$ cat src/rtl/pc_sequencer.sv
// Program-counter sequencer for the instruction-fetch front end.
// Supports increment, jump, timed delay, call/return through a hardware
// return-address stack, and halt. It also has stall control and sticky
// overflow/underflow flags.
module pc_sequencer #(
    parameter int                ADDR_W      = 20,
    parameter int                DELAY_W     = 10,
    parameter int                STACK_DEPTH = 8,
    parameter logic [ADDR_W-1:0] RESET_ADDR  = '0,
    localparam int               SW          = $clog2(STACK_DEPTH + 1)
) (
    input  logic               clock,
    input  logic               reset,
    input  logic [2:0]         cmd,
    input  logic [ADDR_W-1:0]  new_address,
    input  logic [DELAY_W-1:0] delay_cycles,
    input  logic               stall,
    output logic [ADDR_W-1:0]  address,
    output logic               busy,
    output logic               halted,
    output logic [SW-1:0]      stack_count,
    output logic               overflow,
    output logic               underflow
);

    localparam int          IW         = (STACK_DEPTH > 1) ? $clog2(STACK_DEPTH) : 1;
    localparam logic [SW-1:0] FULL_COUNT = SW'(STACK_DEPTH);

    typedef enum logic [1:0] {
        ST_RUN,
        ST_WAIT,
        ST_HALT
    } state_t;

    typedef enum logic [2:0] {
        CMD_HOLD  = 3'd0,
        CMD_INC   = 3'd1,
        CMD_JUMP  = 3'd2,
        CMD_DELAY = 3'd3,
        CMD_CALL  = 3'd4,
        CMD_RET   = 3'd5,
        CMD_HALT  = 3'd6,
        CMD_RSVD  = 3'd7
    } cmd_t;

    state_t             state, state_n;
    logic [ADDR_W-1:0]  addr_n;
    logic [DELAY_W-1:0] delay_count, delay_count_n;
    logic [SW-1:0]      count_n;
    logic               overflow_n, underflow_n;
    logic               push;
    logic [ADDR_W-1:0]  addr_inc;
    logic [IW-1:0]      push_idx, pop_idx;
    logic [ADDR_W-1:0]  stack_mem [STACK_DEPTH];

    assign addr_inc = address + ADDR_W'(1);
    assign push_idx = IW'(stack_count);
    assign pop_idx  = IW'(stack_count - SW'(1));
    assign busy     = (state == ST_WAIT);
    assign halted   = (state == ST_HALT);

    // State register: reset beats stall, stall freezes everything.
    always_ff @(posedge clock) begin
        // NOTE: sequential state uses non-blocking assignments only, so every
        // register samples the values from before this edge.
        if (reset) begin
            state       <= ST_RUN;
            address     <= RESET_ADDR;
            delay_count <= '0;
            stack_count <= '0;
            overflow    <= 1'b0;
            underflow   <= 1'b0;
        end else begin
            state       <= state_n;
            address     <= addr_n;
            delay_count <= delay_count_n;
            stack_count <= count_n;
            overflow    <= overflow_n;
            underflow   <= underflow_n;
        end
    end

    // Return-address storage: written on an accepted CALL.
    always_ff @(posedge clock) begin
        // NOTE: the stack array has no reset. stack_count alone defines
        // which entries are valid, so the storage can map onto plain RAM.
        if (!reset && push) begin
            stack_mem[push_idx] <= addr_inc;
        end
    end

    // Next-state and command decode.
    always_comb begin
        // NOTE: every output of this block gets a default first, so no path
        // leaves a value unassigned and no latch is inferred.
        state_n       = state;
        addr_n        = address;
        delay_count_n = delay_count;
        count_n       = stack_count;
        overflow_n    = overflow;
        underflow_n   = underflow;
        push          = 1'b0;

        if (!stall) begin
            case (state)
                ST_RUN: begin
                    case (cmd_t'(cmd))
                        CMD_INC:  addr_n = addr_inc;
                        CMD_JUMP: addr_n = new_address;
                        CMD_DELAY: begin
                            if (delay_cycles == '0) begin
                                addr_n = addr_inc;
                            end else begin
                                delay_count_n = delay_cycles;
                                state_n       = ST_WAIT;
                            end
                        end
                        CMD_CALL: begin
                            if (stack_count == FULL_COUNT) begin
                                overflow_n = 1'b1;
                            end else begin
                                push    = 1'b1;
                                count_n = stack_count + SW'(1);
                                addr_n  = new_address;
                            end
                        end
                        CMD_RET: begin
                            if (stack_count == '0) begin
                                underflow_n = 1'b1;
                            end else begin
                                addr_n  = stack_mem[pop_idx];
                                count_n = stack_count - SW'(1);
                            end
                        end
                        CMD_HALT: state_n = ST_HALT;
                        default:  ;
                    endcase
                end
                ST_WAIT: begin
                    // cmd is ignored. The edge that sees the counter at 1
                    // finishes the delay and advances the PC.
                    delay_count_n = delay_count - DELAY_W'(1);
                    if (delay_count == DELAY_W'(1)) begin
                        addr_n  = addr_inc;
                        state_n = ST_RUN;
                    end
                end
                default: ;
            endcase
        end
    end

endmodule

$ cat config.mk
export PLATFORM = sky130hd
export DESIGN_NAME = pc_sequencer
export DESIGN_NICKNAME = d
export VERILOG_FILES = /design/src/rtl/pc_sequencer.sv
export SDC_FILE = /design/constraint.sdc
export NUM_CORES = 1
export LEC_CHECK = 0
export CAP_MARGIN = 20
export CORE_MARGIN = 3
export CORE_UTILIZATION = 26
export DETAILED_ROUTE_END_ITERATION = 8
export DONT_BUFFER_PORTS = 1
export GPL_ROUTABILITY_DRIVEN = 0
export PLACE_DENSITY_LB_ADDON = 0.1
export SYNTH_ARGS = -nofsm -noshare
export SYNTH_HDL_FRONTEND = slang
export SYNTH_SLANG_ARGS = --single-unit
$ cat constraint.sdc
create_clock -name clock -period 3.5 [get_ports clock]
set_input_delay 0.7 -clock clock [delete_from_list [all_inputs] [get_ports clock]]
set_output_delay 0.7 -clock clock [all_outputs]
set_load 0.1 [all_outputs]
-- After elaboration in Yosys (flattened, before gate mapping)
Memory sizes are Yosys's and may differ from the RTL's.
Index checks and enable logic that the tools add are counted.
- register bits after elaboration: 38
- memory bits (writable): 160
- logic and storage cells: 68
- bits in read-only memories: 0
- memories kept: 1
- output and inout port bits: 28
- latch bits: 0
- bits of input ports: 36
- memories (memory ; words ; bits a word ; rd ports ; clocked after memory_dff ; wr ports ; line ; text):
    stack_mem ; 8 ; 20 ; 1 ; 0 ; 1 ; 54 ; logic [ADDR_W-1:0] stack_mem [STACK_DEPTH];
- muxes and demuxes: 22
- shift operators: 0
- magnitude comparators: 0
- multiply operators: 0
- reductions and logical operators: 13
- div/mod/pow operators: 0
- add/subtract/negate cells: 4
- bitwise gates (word level): 1
- equal/unequal tests: 21
- operators with widths (kind ; count):
    20-bit one-hot mux with 5 select lines ; 1
    20-bit two-way mux ; 4
    20-bit one-hot mux with 2 select lines ; 1
    20-bit by 1-bit adder with 20-bit output, second input constant ; 1
    10-bit two-way mux ; 2
    10-bit one-hot mux with 2 select lines ; 1
    3-bit inequality test, second input constant ; 4
    4-bit AND reduction ; 3
    10-bit by 1-bit equality test with 1-bit output, second input constant ; 1
    10-bit zero test ; 1
    5-bit AND reduction ; 2
    10-bit by 1-bit subtractor with 10-bit output, second input constant ; 1
    3-bit equality test, second input constant ; 3
    4-bit two-way mux ; 2
    2-bit one-hot mux with 2 select lines ; 2
    4-bit one-hot mux with 2 select lines ; 1
    7-bit AND reduction ; 1
    3-bit by 2-bit equality test with 1-bit output, second input constant ; 2
    1-bit two-way mux ; 6
    2-bit inequality test, second input constant ; 3
    6-bit by 2-bit inequality test with 1-bit output, second input constant ; 1
    4-bit by 1-bit adder with 4-bit output, second input constant ; 1
    4-bit equality test, second input constant ; 1
    4-bit zero test ; 1
    12 further kinds ; 15

-- Logic depth before layout (Yosys ltp)
- depth after elaboration: 8
- mapped depth: 12
- gate-level depth less buffers: 7

-- Worst setup path after synthesis
OpenSTA, ideal clock, no wires.
- path kind: reg-to-reg
- start point: reg stack_count[0]
- end point: mem stack_mem[0][0] (enable)
- cell stages (with the launch flop): 10
- period minus slack after synthesis: 4.399 ns
- buffers on the path: 3
- arrival: 3.976 ns
- setup time: 0.422 ns
- path slack: -0.899 ns
- data required time: 3.078 ns
- cell sequence: dfxtp_1 buf_6 buf_12 buf_12 inv_2 ha_1 nor2b_1 a2111oi_0 nand2_1 nor3_1
- cells in the longest elaborated chain, start to end: 8
- RTL lines (item ; line ; text):
    start: declaration ; 21 ; output logic [SW-1:0] stack_count,
    start signal: assignment ; 77 ; stack_count <= count_n;
    4-bit equality test ; 119 ; if (stack_count == FULL_COUNT) begin
    1-bit two-way mux ; 119 ;
    1-bit two-way mux ; 107 ; case (cmd_t'(cmd))
    1-bit two-way mux ; 105 ; case (state)
    1-bit two-way mux ; 104 ; if (!stall) begin
    1-bit logical AND ; 87 ; if (!reset && push) begin
    1-bit two-way mux ; 87 ;
    1-bit two-way mux (not written as such) ; 88 ; stack_mem[push_idx] <= addr_inc;
    end: declaration ; 54 ;
Several ways; a longest one is shown, not always the timed one.

-- Worst setup path in the final report
- start point: reg address[10]
- end point: mem stack_mem[1][17], data pin
- cells in the longest elaborated chain, start to end: 1
- RTL lines (item ; line ; text):
    start: declaration ; 18 ; output logic [ADDR_W-1:0] address,
    start signal: assignment ; 75 ; address <= addr_n;
    20-bit by 1-bit adder with 20-bit output ; 56 ; assign addr_inc = address + ADDR_W'(1);
    named net addr_inc[17] ; 52 ; logic [ADDR_W-1:0] addr_inc;
The timed path passes the listed nets, and every way through them passes these cells.

==> results.toml <==
[status]
status = "complete, no violations"

[yosys]
yosysMostFrequentCell = "edfxtp_1"
yosys-top-cells-count = "edfxtp_1 (160), dfxtp_1 (38), nor2_1 (31), a21oi_1 (29), nand2_1 (29)"
yosys.cell_types.count = 72
ys_async_sr_fraction_pct = 0
yosys-top-cells-area = "edfxtp_1 (53%), dfxtp_1 (8.4%), mux4_1 (5.8%), mux4_2 (5.0%), a21oi_1 (1.6%)"
synth_edf_count = 160
syn_nets = 645
syn_area_um2 = 9020
ys_ff_latch = 198
yosys_warnings = 0
synth_top_area_share_pct = 53.3
yosys.area.top_type = "edfxtp_1"
avgSynthCellArea_um2 = 15.0
synth_seq_area_share_pct = 61.7
netlist_instances = 603
ys.flop_type = "edfxtp_1"

[timing]
hold_violations = 0
skew_ps = 13.0
slew_headroom_pct = 31.3
min_period_ps = 2980
max_freq_ghz = 0.336
finalCritPeriodShare_pct = 85.0
worst_slew_pin_slew_ps = 1030
finalSetupTns_ps = 0
setup_viol = 0
slew_viol_final = 0
rsz0062_at_grt = "no"

[cts]
clock-sinks = 198
clkSlewWorstSetupHoldPaths_ps = 80
cts_tree = "yes"
cts-root-buf = "clkbuf_16"
cts_setup_buffers = 0
post_cts_resized = 0
insertion_delay_ps = 440
clockBufferDepth = 2
cts-hold-fix-buffers = 0
cts_max_level = 4
cts_buffers = 17

[route]
drt_first_pass_iters = 4
drt-initial-drc-count = 359
routed_wl_um = 26000
highest_layer = "met4"
drc = 0
wl_met2_um = 12500
wl_met3_um = 1130
postRouteAntennaNets = 0
vias = 5539
vias_per_cell = 5.06
wl_per_cell_um = 23.7
wl_met1_um = 12000

[power_and_ir_drop]
seq_power_share_pct = 49.7
combPwrFrac_pct = 12.2
peakVddDrop_uv = 348
p_sw_mw = 1.46
p_leak_nw = 3.38
intPower_mw = 3.83
clkPwrFrac_pct = 38.1
swShare_pct = 27.7
power_density_nw_per_um2 = 512

[grt]
first_global_vias = 5676
grt_max_degree = 46
grt_usage_pct = 14.3
grt_antenna_before_repair = 0
grt_overflow = 0
grt_pass1_wl_um = 38200

[min_path]
min-delay-start = "reset"
hold_depth = 1
whs_endpoint = "stack_count[0]$_SDFFE_PP0P_"
hold_path.class = "input port to flop"

[worst_setup_path]
worstPathMaxFanout = 8
reg2reg_from = "address[10]$_SDFFE_PP0P_"
crit_path_start_kind = "flop"
rr_endpoint = "stack_mem[1][17]$_DFFE_PP_"
regToRegSetupSlack_ps = 520
timing.setup.critical_path_class = "flop to flop"
r2r_cells = 4
worstPathArrival_ps = 3140
worstSetupEndpointType = "flop"
required_ps = 3670

[die]
die-area_um2 = 37000
die_w_um = 192
ioPinCount = 64
core_area_um2 = 33900
rows = 67
die_y_um = 192
start_util_pct = 26.6

[place]
dp_hpwl_um = 17000
portBuffers = 0
placed_cells = 1063

[cells_and_area]
final_layout_size_suffix_gt1_share_pct = 20.7
syn_to_final_growth_pct = 14.6
antenna_cells = 0
fin_cells = 1095
finalNetCount = 676

[run]
maxCapViolCount = 0
## cells in the final DEF, fill, tap and decap left out, drive strengths merged, types with 18 or more instances in the layout
cell,instances
a21oi,29
and3,20
buf,53
clkbuf,18
dfxtp,38
edfxtp,160
inv,26
mux4,40
nand2,29
nor2,31
## through the flow
step                      utilization [%]  hold slack, ps  worst slack, ps  power [mW]  area (µm²)
final                                30.5             313              523        5.29       10300
after global routing                 30.5             285              315        5.51       10300
after CTS                            30.5             299              516        5.36       10300
after detailed placement             28.8             493              342        3.34        9740
after global placement               28.8             472              448        3.33        9740
after floorplan                         -             461             18.1        3.16        9060
## logic make-up after synthesis
| family | count (synthesis) | synth area share, % |
|---|---|---|
| flops | 198 | 61.7 |
| simple gates | 145 | 8.84 |
| compound gates | 133 | 10.9 |
| buf+inv | 56 | 4.38 |
| mux | 40 | 10.8 |
| xor+xnor | 25 | 2.51 |
| fa+ha+maj | 6 | 0.832 |
## per-layer routing
layer | global-route usage (%) | up-vias
li1 | - | 2492
met1 | 19.3 | 2917
met2 | 23.3 | 114
met3 | 3.23 | 16
met4 | 3.75 | 0
met5 | 0 | -
## worst max-delay path, stage by stage, from the launching register on
cell and delay [ps]:
dfxtp_1 1000, nand4_1 570, nor4_4 590, and3_1 270, xnor2_1 270
## power groups by stage
stage                     sequential [mW]  clock, mW  combinational (mW)
after floorplan                      2.83          0               0.329
after global placement               2.68          0               0.650
after detailed placement             2.68          0               0.654
after CTS                            2.63       2.07               0.656
after global routing                 2.63       2.18               0.696
final                                2.63       2.02               0.646
## worst max-delay path by stage
stage,from,endpoint,slack [ps],cells past startpoint
6_report,address[10]$_SDFFE_PP0P_,stack_mem[1][17]$_DFFE_PP_,520,4
5_1_grt,address[10]$_SDFFE_PP0P_,stack_mem[5][18]$_DFFE_PP_,320,4
4_1_cts,address[10]$_SDFFE_PP0P_,stack_mem[6][18]$_DFFE_PP_,520,4
3_5_place_dp,cmd[2],stack_mem[1][14]$_DFFE_PP_,340,6
3_3_place_gp,stall,stack_mem[1][14]$_DFFE_PP_,450,6
2_1_floorplan,stack_count[1]$_SDFFE_PP0P_,stack_mem[4][0]$_DFFE_PP_,20,6
## state kept, by name, summed over array words and instances (netlist names)
signal       flops
address         20
delay_count     10
overflow         1
stack_count      4
stack_mem      160
state            2
underflow        1
## area by class of cell
cell class	instances	area, µm²
multi-input combinational	349	3120
fill	3409	23500
sequential	198	5570
tap	448	561
timing repair buffer	53	435
clock buffer	18	439
inverter	15	56.3
clock inverter	14	153
(Power assumes the default switching activity.)
